--- config.mk ---
export PLATFORM = sky130hd
export DESIGN_NAME = stream_packer
export DESIGN_NICKNAME = d
export VERILOG_FILES = /design/src/rtl/stream_packer.sv
export SDC_FILE = /design/constraint.sdc
export NUM_CORES = 1
export LEC_CHECK = 0
export CORE_UTILIZATION = 57
export CTS_CLUSTER_DIAMETER = 60
export CTS_CLUSTER_SIZE = 10
export DETAILED_ROUTE_END_ITERATION = 10
export GPL_ROUTABILITY_DRIVEN = 1
export PLACE_DENSITY = 0.83
export SETUP_SLACK_MARGIN = 0.1
export SYNTH_ARGS = -nofsm -noshare
export SYNTH_HDL_FRONTEND = slang
export SYNTH_SLANG_ARGS = --single-unit
--- constraint.sdc ---
create_clock -name clk_i -period 5.95 [get_ports clk_i]
set_input_delay 1.785 -clock clk_i [delete_from_list [all_inputs] [get_ports clk_i]]
set_output_delay 1.785 -clock clk_i [all_outputs]
set_load 0.1 [all_outputs]
--- src/rtl/stream_packer.sv ---
// Packs Ratio narrow words into one wide beat with a per-lane keep mask.
// Partial beats leave on an explicit flush or after an idle timeout.
module stream_packer #(
  parameter int DataWidth   = 4,
  parameter int Ratio       = 4,
  parameter int IdleTimeout = 16
) (
  input  logic                       clk_i,
  input  logic                       reset_ni,
  input  logic                       valid_i,
  output logic                       ready_o,
  input  logic [DataWidth-1:0]       data_i,
  input  logic                       flush_i,
  output logic                       valid_o,
  input  logic                       ready_i,
  output logic [DataWidth*Ratio-1:0] data_o,
  output logic [Ratio-1:0]           keep_o
);

  localparam int CntW  = $clog2(Ratio + 1);
  localparam int IdleW = $clog2(IdleTimeout + 1);
  localparam int BeatW = DataWidth * Ratio;

  logic [BeatW-1:0] acc_data_p0;
  logic [CntW-1:0]  count_p0;
  logic [IdleW-1:0] idle_p0;
  logic             flush_pend_p0;

  logic             accept;
  logic             out_free;
  logic             full_now;
  logic             flush_want;
  logic             emit;
  logic [CntW-1:0]  cnt_after;
  logic [BeatW-1:0] beat;
  logic [Ratio-1:0] beat_keep;

  // Only the last free lane can be blocked: earlier lanes always have room.
  assign ready_o  = !((count_p0 == CntW'(Ratio - 1)) && valid_o && !ready_i);
  assign accept   = valid_i && ready_o;
  assign out_free = !valid_o || ready_i;
  assign cnt_after = count_p0 + CntW'(accept);
  assign full_now  = (cnt_after == CntW'(Ratio));

  assign flush_want = flush_pend_p0
                   || ((count_p0 != '0) && (idle_p0 == IdleW'(IdleTimeout)))
                   || (flush_i && (cnt_after != '0));

  // A full beat always finds the output register free thanks to ready_o.
  assign emit = full_now || (flush_want && out_free && (cnt_after != '0));

  always_comb begin
    beat      = acc_data_p0;
    beat_keep = '0;
    for (int k = 0; k < Ratio; k++) begin
      if (accept && (CntW'(k) == count_p0)) begin
        beat[k*DataWidth +: DataWidth] = data_i;
      end
      if (CntW'(k) < cnt_after) begin
        beat_keep[k] = 1'b1;
      end
    end
  end

  // Stage p0: accumulator, fill count, idle counter, pending flush
  always_ff @(posedge clk_i or negedge reset_ni) begin
    if (!reset_ni) begin
      acc_data_p0   <= '0;
      count_p0      <= '0;
      idle_p0       <= '0;
      flush_pend_p0 <= 1'b0;
    end else begin
      if (emit) begin
        acc_data_p0   <= '0;
        count_p0      <= '0;
        flush_pend_p0 <= 1'b0;
      end else begin
        acc_data_p0   <= beat;
        count_p0      <= cnt_after;
        flush_pend_p0 <= flush_want && (cnt_after != '0);
      end
      if (emit || accept || (count_p0 == '0)) begin
        idle_p0 <= '0;
      end else if (idle_p0 != IdleW'(IdleTimeout)) begin
        idle_p0 <= idle_p0 + IdleW'(1);
      end
    end
  end

  // Stage p1: output register, held stable under backpressure
  always_ff @(posedge clk_i or negedge reset_ni) begin
    if (!reset_ni) begin
      valid_o <= 1'b0;
      data_o  <= '0;
      keep_o  <= '0;
    end else if (emit) begin
      valid_o <= 1'b1;
      data_o  <= beat;
      keep_o  <= beat_keep;
    end else if (ready_i) begin
      valid_o <= 1'b0;
    end
  end

endmodule

# Yosys cells after proc, flatten, opt, wreduce, memory -nomap -nowiden
# Cells that the tools add are included.
[totals]
reg_bits = 46
inputBits = 9
word_cells = 61
[op_classes]
add_sub_neg = 2
magnitude_cmp = 4
n_eq_ne = 7
mux = 15
reduce_logical = 26
[ops]
columns = ["op", "n"]
rows = [
  ["$mux W16", 1],
  ["$mux W4", 4],
  ["$logic_and A1 B1 Y1", 12],
  ["$mux W5", 2],
  ["$mux W1", 7],
  ["$eq A2 B3 Y1 const A", 2],
  ["$logic_or A1 B1 Y1", 6],
  ["$lt A1 B3 Y1 const A", 2],
  ["$lt A2 B3 Y1 const A", 2],
  ["$reduce_bool A3 Y1", 2],
  ["$add A5 B1 Y5 const B", 1],
  ["$eq A5 B5 Y1 const B", 1],
  ["$ne A5 B5 Y1 const B", 1],
  ["$reduce_bool A2 Y1", 2],
  ["$add A3 B1 Y3", 1],
  ["$eq A1 B3 Y1 const A", 1],
  ["$eq A3 B2 Y1 const B", 1],
  ["$eq A3 B3 Y1 const B", 1],
  ["$logic_not A1 Y1", 3],
  ["$logic_not A3 Y1", 1],
  ["$mux W3", 1],
]

# Logic depth before layout (Yosys ltp)
# Gate-level depths: netlist (run 1).
[depth]
ltp_word = 15
mapped_depth = 10

# Worst setup path before layout (run 1)
# OpenSTA, ideal clock, no wires.
[synth_timing]
kind = "input to register"
startpoint = "input ready_i"
endpoint = "register data_o[10]"
setup_time_ps = 129
t_arrival_ps = 4652
setup_slack_ps = 1168
path_stages = 10
path_buffers = 1
cell_sequence = "nand2b_1 > or3_1 > and2_1 > ha_1 > ha_1 > nor2_1 > mux2i_1 > nor2_4 > buf_6 > mux2i_1"
[synth_via]
elab_chain_len = 11
word_cells_on_any_way = 15
[synth_rtl]
columns = ["item", "line", "text"]
rows = [
  ["from (decl)", "15", "input logic ready_i,"],
  ["$logic_not A1 Y1 (*)", "39", "assign ready_o = !((count_p0 == CntW'(Ratio - 1)) && valid_o && !ready_i);"],
  ["$logic_and A1 B1 Y1 (*)", "39", ""],
  ["$logic_not A1 Y1 (*)", "39", ""],
  ["via ready_o", "11", "output logic ready_o,"],
  ["$logic_and A1 B1 Y1 (*)", "40", "assign accept = valid_i && ready_o;"],
  ["$add A3 B1 Y3", "42", "assign cnt_after = count_p0 + CntW'(accept);"],
  ["$reduce_bool A3 Y1", "47, 50", ""],
  ["$logic_and A1 B1 Y1", "47", "|| (flush_i && (cnt_after != '0));"],
  ["$logic_or A1 B1 Y1", "47", ""],
  ["$logic_and A1 B1 Y1 (2 in series)", "50", "assign emit = full_now || (flush_want && out_free && (cnt_after != '0));"],
  ["$logic_or A1 B1 Y1", "50", ""],
  ["to (signal assigned)", "98", "data_o <= beat;"],
  ["to (decl)", "16", "output logic [DataWidth*Ratio-1:0] data_o,"],
]
# Mark *: on every way through the listed nets, which the timed path passes. The rest lies on a longest branch.
# A chain may end at the register's enable or synchronous reset.

# Worst setup path in the final report (run 1)
[layout_timing]
startpoint = "input ready_i"
endpoint = "register data_o[8]"
[layout_via]
elab_chain_len = 11
word_cells_on_any_way = 15
[layout_rtl]
columns = ["item", "line"]
rows = [
  ["$logic_not A1 Y1", "39"],
  ["$logic_and A1 B1 Y1", "39"],
  ["$logic_not A1 Y1", "39"],
  ["$logic_and A1 B1 Y1", "40"],
  ["$add A3 B1 Y3", "42"],
  ["$reduce_bool A3 Y1", "47, 50"],
  ["$logic_and A1 B1 Y1", "47"],
  ["$logic_or A1 B1 Y1", "47"],
  ["$logic_and A1 B1 Y1 (2 in series)", "50"],
  ["$logic_or A1 B1 Y1", "50"],
]
# Parallel ways exist; a longest one is shown, timed or not.

==> reports/qor.yml, run 1 <==
routing:
  wl_met1_mm: 1.609
  drtIter0Drc: 96
  first_pass_iters: 3
  vias_per_cell: 5.246
  drc: 0
  met2_wirelength_mm: 1.856
  vias: 1343
  final_antenna_net_count: 0
  top_layer_used: "met4"
  wl_mm: 3.627
  wl_per_cell_um: 14.17
  wl_met3_um: 110
worst_setup_path:
  start_kind: "input pin"
  cp_max_fo: 36
  cp_data_arrival_time_ns: 5.17
  worst_r2r_path_depth: 9
  end_kind: "flop"
  cp_data_required_time_ns: 6.22
  critPathKind: "in -> reg"
sta:
  min_period_ns: 4.898
  slew_viol_final: 0
  fmax_ghz: 0.2042
  fin_skew_ns: 0.005736
  finalSetupViolations: 0
  grt_setup_unrepaired: "no"
  tightest_slew_ns: 0.9888
  fin_crit_sh: 0.8232
  fin_hold_ws_ns: 0.4826
  hold_viol_final: 0
  tns_ns: 0
  relSlewSlack: 0.3408
floorplanning:
  std_cell_rows: 21
  start_util: 0.6080
  fp.dieArea_um2: 3860
  die_h_um: 62.13
  ios: 31
  die_w_um: 62.13
  core_area_um2: 3390
synth:
  synth-compound-area-share: 0.05404
  syn-cell-area_um2: 2061
  ys_types: 32
  async_flop_share: 1.000
  syn-num-nets: 187
  synth_edf_count: 0
  synthFlopType: "dfrtp_1"
  avgSynthCellArea_um2: 11.84
  synthMuxAreaShare: 0.1700
  yosys.area_share.simple: 0.1239
  synthAdderAreaFrac: 0.02429
  synth_top_family_by_area: "multiplexers"
  synth_warnings: 0
  synth_cells: 174
  ys_ff_latch: 46
  seq_area_frac_synth: 0.5586
  synthXorXnorAreaFrac: 0.02125
global_route:
  grt_pass1_vias: 1415
  grt_pass1_wl_mm: 6.272
  grt-ovfl-total: 0
  antenna_found_initial: 0
  grt_start_max_net_pins: 47
  grtUsageTotal: 0.2063
cells_and_area:
  final_common_cell: "dfrtp_1"
  syn_to_final_growth_pct: 19.85
  finalNetCount: 222
  n_antenna_cell: 0
  instances_no_fill: 256
  final_cell_mix: "46 x dfrtp_1, 35 x mux2i_1, 28 x clkdlybuf4s50_1"
  drive_above_1_share: 0.08095
  final_core_util: 0.7287
outcome:
  status: "complete, no violations"
clock_tree:
  cts_setup_buffers: 0
  numCtsBuffers: 5
  cts_tree: "done"
  clkLatencyLatePin_ns: 0.34
  hold_buffers: 0
  ctsResizeCount: 0
  htreeDepth: 2
  root_buffer: "clkbuf_4"
  clk_pin_slew_ns: 0.12
  clock_sinks: 46
  clk_path_buf_depth: 2
min_path:
  holdPathStages: 1
  min_path_type: "reg -> reg"
place:
  globalplace.congestion: 0.8137
  portBuffers: 30
  dpl.cell_count: 248
  dp_hpwl_mm: 2.667
job:
  maxCapViolCount: 0
==> through the flow <==
| step | setup WS (ns) | area, um2 |
|---|---|---|
| final | 1.052 | 2470 |
| after global routing | 0.8316 | 2470 |
| after CTS | 1.033 | 2470 |
| after detailed placement | 0.6609 | 2391 |
| after global placement | 0.8332 | 2391 |
| after floorplan | 1.168 | 2061 |
==> layout make-up <==
class | instances | area [um2]
multi-input cells | 106 | 810.8
well taps | 46 | 57.56
fillers | 237 | 919.6
clock buffers | 8 | 78.83
repair buffers | 31 | 300.3
inverters | 19 | 71.32
flip-flops and latches | 46 | 1151
==> cell usage after synthesis, types with 2 or more instances <==
cell type / instances / area [um2]
dfrtp_1: 46 / 1151
mux2i_1: 35 / 350.3
nor2_1: 26 / 97.59
inv_1: 19 / 71.32
ha_1: 4 / 50.05
nor2b_1: 4 / 25.02
nor3_1: 4 / 20.02
a21oi_1: 3 / 15.01
xor2_1: 3 / 26.28
a21boi_0: 2 / 15.01
and2_1: 2 / 12.51
buf_6: 2 / 22.52
nand2b_1: 2 / 12.51
nand3_1: 2 / 10.01
nor3b_1: 2 / 15.01
xnor2_1: 2 / 17.52
==> metal layers <==
layer  GRT usage  vias to the layer above
met2      0.3613                       22
met1      0.2512                      666
met4     0.07267                        0
met5           0                        -
li1            -                      650
met3     0.04412                        5
==> cells by family (layout without fill, tap and decap cells) <==
family,Yosys count,in the layout
compound gates,13,13
fa+ha+maj,4,4
simple gates,49,49
mux,35,35
flops,46,46
buf+inv,22,58
xor+xnor,5,5
==> flip-flops by register name (all words and copies together), names as in the netlist <==
| signal | cells |
|---|---|
| acc_data_p0 | 16 |
| flush_pend_p0 | 1 |
| keep_o | 4 |
| idle_p0 | 5 |
| count_p0 | 3 |
| valid_o | 1 |
| data_o | 16 |
==> critical path, cell delays in order <==
cell	delay [ns]
clkdlybuf4s50_1	0.44
nand2b_1	0.20
or3_1	0.34
and2_1	0.17
ha_1	0.17
ha_1	0.34
nor2_1	0.40
mux2i_1	0.24
nor2_4	0.79
mux2i_1	0.27
==> worst paths after layout <==
path / startpoint / slack (ns) / end
setup / recovery: ready_i / 1.05 / data_o[8]$_DFFE_PN0P_
hold / removal: keep_o[0]$_DFFE_PN0P_ / 0.48 / keep_o[0]$_DFFE_PN0P_
setup reg to reg: count_p0[0]$_DFF_PN0_ / 2.50 / data_o[8]$_DFFE_PN0P_
hold reg to reg: keep_o[0]$_DFFE_PN0P_ / 0.48 / keep_o[0]$_DFFE_PN0P_
max in group asynchronous: reset_ni / 3.75 / acc_data_p0[1]$_DFF_PN0_
min in group asynchronous: reset_ni / 1.59 / idle_p0[3]$_DFFE_PN0P_
Power of run 1 is left out: the tool's default activity adds up to more than one toggle a clock period on the data nets, which glitch-free logic cannot reach.
==> inputs of run 2 (changes only) <==
--- a/config.mk
+++ b/config.mk
@@ -5,12 +5,12 @@
 export SDC_FILE = /design/constraint.sdc
 export NUM_CORES = 1
 export LEC_CHECK = 0
-export CORE_UTILIZATION = 57
+export CORE_UTILIZATION = 53
 export CTS_CLUSTER_DIAMETER = 60
 export CTS_CLUSTER_SIZE = 10
 export DETAILED_ROUTE_END_ITERATION = 10
 export GPL_ROUTABILITY_DRIVEN = 1
-export PLACE_DENSITY = 0.83
+export PLACE_DENSITY = 0.78
 export SETUP_SLACK_MARGIN = 0.1
 export SYNTH_ARGS = -nofsm -noshare
 export SYNTH_HDL_FRONTEND = slang
==> constraint.sdc (replaced) <==
create_clock -name clk_i -period 4.7 [get_ports clk_i]
set_input_delay 1.41 -clock clk_i [delete_from_list [all_inputs] [get_ports clk_i]]
set_output_delay 1.41 -clock clk_i [all_outputs]
set_load 0.1 [all_outputs]
==> run 2 against run 1 <==
- die area up 7.3%
- register-to-register slack worse by 0.95 ns
- sequential share of layout area down 1.7 points
- clock-buffer cell count down 2
- global-route usage up 1.1 points
- non-clock buffer count up 2
- via count up 2.5%
- core utilization down 3.4 points
- sequential cell count unchanged
- wire length up 8.0%
- design area up 3.8%
==> reports/qor.yml, run 2 (synthesis gave the netlist of run 1 again) <==
cells_and_area:
  n_antenna_cell: 0  # unchanged
  drive_above_1_share: 0.08962  # +0.008670
  fill_cells: 297  # +25%
  syn_to_final_growth_pct: 24.41
  final_common_cell: "dfrtp_1"
  top_regs: "acc_data_p0 (16), data_o (16), idle_p0 (5)"
  finalNetCount: 224  # +0.90%
  instances_no_fill: 260  # +1.6%
  final_cell_mix: "46 x dfrtp_1, 35 x mux2i_1, 28 x clkdlybuf4s50_1"
clock_tree:
  ctsResizeCount: 0  # unchanged
  cts_tree: "done"
  hold_buffers: 0  # unchanged
  root_buffer: "clkbuf_8"
  cts_setup_buffers: 0  # unchanged
  clk_pin_slew_ns: 0.08  # -0.04 ns
  clkLatencyLatePin_ns: 0.29  # -0.05 ns
  htreeDepth: 2  # unchanged
  clk_path_buf_depth: 2  # unchanged
  clock_sinks: 46  # unchanged
  numCtsBuffers: 5  # unchanged
place:
  dpl.cell_count: 252  # +1.6%
  portBuffers: 30  # unchanged
  globalplace.congestion: 0.8107  # -0.37%
  dp_hpwl_mm: 2.846  # +6.7%
  dp_slack_ns: 0.1462  # -0.5147 ns
worst_setup_path:
  cp_data_required_time_ns: 4.92  # -1.30 ns
  cpMostUsedCell: "ha_1"
  critPathMaxStageDelay_ns: 0.47  # -0.32 ns
  cp_data_arrival_time_ns: 4.53  # -0.64 ns
  cp_top_family: "simple AND/OR/NAND/NOR gates"
  start_kind: "input pin"
  critPathKind: "in -> reg"
  worst-path-buf-inv: 3  # +2
  end_kind: "flop"
  slowest_stage: "nor2_4"
  worstPathCellList: "clkdlybuf4s50_1 > nand2b_1 > or3_1 > and2_1 > ha_1 > ha_1 > nor2_1 > buf_4 > a2111oi_4 > nor2_4 > buf_12 > mux2i_1"
  cp_max_fo: 19  # -47%
floorplanning:
  ios: 31  # unchanged
  fp.dieArea_um2: 4142  # +7.3%
  die_w_um: 64.36  # +3.6%
  start_util: 0.5587  # -0.04929
  core_area_um2: 3689  # +8.8%
  std_cell_rows: 22  # +4.8%
  die_h_um: 64.36  # +3.6%
routing:
  vias_per_cell: 5.296  # +0.95%
  final_antenna_net_count: 0  # unchanged
  wl_mm: 3.918  # +8.0%
  wl_per_cell_um: 15.07  # +6.4%
  drc: 0  # unchanged
  drtIter0Drc: 45  # -53%
  vias: 1377  # +2.5%
  first_pass_iters: 4  # +1
sta:
  fmax_ghz: 0.2319
  grt_setup_unrepaired: "no"
  finalSetupViolations: 0  # unchanged
  hold_viol_final: 0  # unchanged
  min_period_ns: 4.312
  fin_skew_ns: 0.003338  # -0.002398 ns
  worst_slack_ns: 0.3884  # -0.6635 ns
  tns_ns: 0  # unchanged
  relSlewSlack: 0.3369  # -0.003952
  slew_viol_final: 0  # unchanged
  fin_crit_sh: 0.9174
  tightest_slew_ns: 0.9947  # +0.005929 ns
global_route:
  grtUsageTotal: 0.2177  # +0.01140
  grt_pass1_wl_mm: 6.672  # +6.4%
  grt_pass1_vias: 1488  # +5.2%
  antenna_found_initial: 0  # unchanged
  grt_start_max_net_pins: 47  # unchanged
  grt-ovfl-total: 0  # unchanged
outcome:
  status: "complete, no violations"
min_path:
  min_path_type: "reg -> reg"
job:
  maxCapViolCount: 0  # unchanged
-- run 2: cell types whose count changed in the layout (fill, tap and decap cells not counted), sizes merged --
cell,before,now
buf,3,5
bufinv,0,2
clkbuf,8,6
-- run 2: worst paths after layout --
path | startpoint | end | slack [ns] | cells past startpoint
worst max-delay path | ready_i | data_o[8]$_DFFE_PN0P_ | 0.39 | 12
worst min-delay path | keep_o[0]$_DFFE_PN0P_ | keep_o[0]$_DFFE_PN0P_ | 0.48 | 1
worst max register to register | count_p0[0]$_DFF_PN0_ | data_o[8]$_DFFE_PN0P_ | 1.55 | 11
worst min register to register | keep_o[0]$_DFFE_PN0P_ | keep_o[0]$_DFFE_PN0P_ | 0.48 | 1
max in group asynchronous | reset_ni | acc_data_p0[11]$_DFF_PN0_ | 2.81 | 1
min in group asynchronous | reset_ni | idle_p0[4]$_DFFE_PN0P_ | 1.28 | 1
-- run 2: layout make-up --
class,instances,area (um2),share of cell area
flip-flops and latches,46,1151,0.4490
multi-input cells,106,810.8,0.3163
repair buffers,33,327.8,0.1279
clock buffers,6,82.58,0.03221
inverters,19,71.32,0.02782
clock inverters,2,60.06,0.02343
well taps,48,60.06,0.02343
-- run 2: per-layer routing --
| layer | GRT usage | share of wire | vias up | wire [um] |
|---|---|---|---|---|
| li1 | - | - | 651 | - |
| met1 | 0.2491 | 0.42 | 693 | 1643 |
| met2 | 0.3803 | 0.53 | 26 | 2070 |
| met3 | 0.06250 | 0.034 | 7 | 133 |
| met4 | 0.08611 | 0.018 | 0 | 72 |
| met5 | 0 | 0 | - | 0 |
-- run 2: worst reg2reg max path: stages (launching register included) --
cell       delay [ns]
dfrtp_1          0.47
nand2_1          0.10
or3_1            0.38
and2_1           0.18
ha_1             0.20
ha_1             0.37
nor2_1           0.23
buf_4            0.18
a2111oi_4        0.05
nor2_4           0.47
buf_12           0.24
mux2i_1          0.21
-- run 2: metrics by stage --
stage	util	hold slack (ns)	area (um2)
after detailed placement	0.6564	0.4569	2421
after global placement	0.6564	0.4593	2421
after global routing	0.6950	0.5056	2564
after floorplan	-	0.4800	2061
after CTS	0.6950	0.4768	2564
final	0.6950	0.4756	2564
Power of run 2 is left out for the same reason.
==> inputs of run 3 (changes only) <==
--- a/config.mk
+++ b/config.mk
@@ -10,6 +10,7 @@
 export CTS_CLUSTER_SIZE = 10
 export DETAILED_ROUTE_END_ITERATION = 10
 export GPL_ROUTABILITY_DRIVEN = 1
+export HOLD_SLACK_MARGIN = 0.05
 export PLACE_DENSITY = 0.78
 export SETUP_SLACK_MARGIN = 0.1
 export SYNTH_ARGS = -nofsm -noshare
==> results of run 3 <==
Same layout as run 2: the final DEF is identical, and so are final timing and power.
Power of run 3 is left out for the same reason.
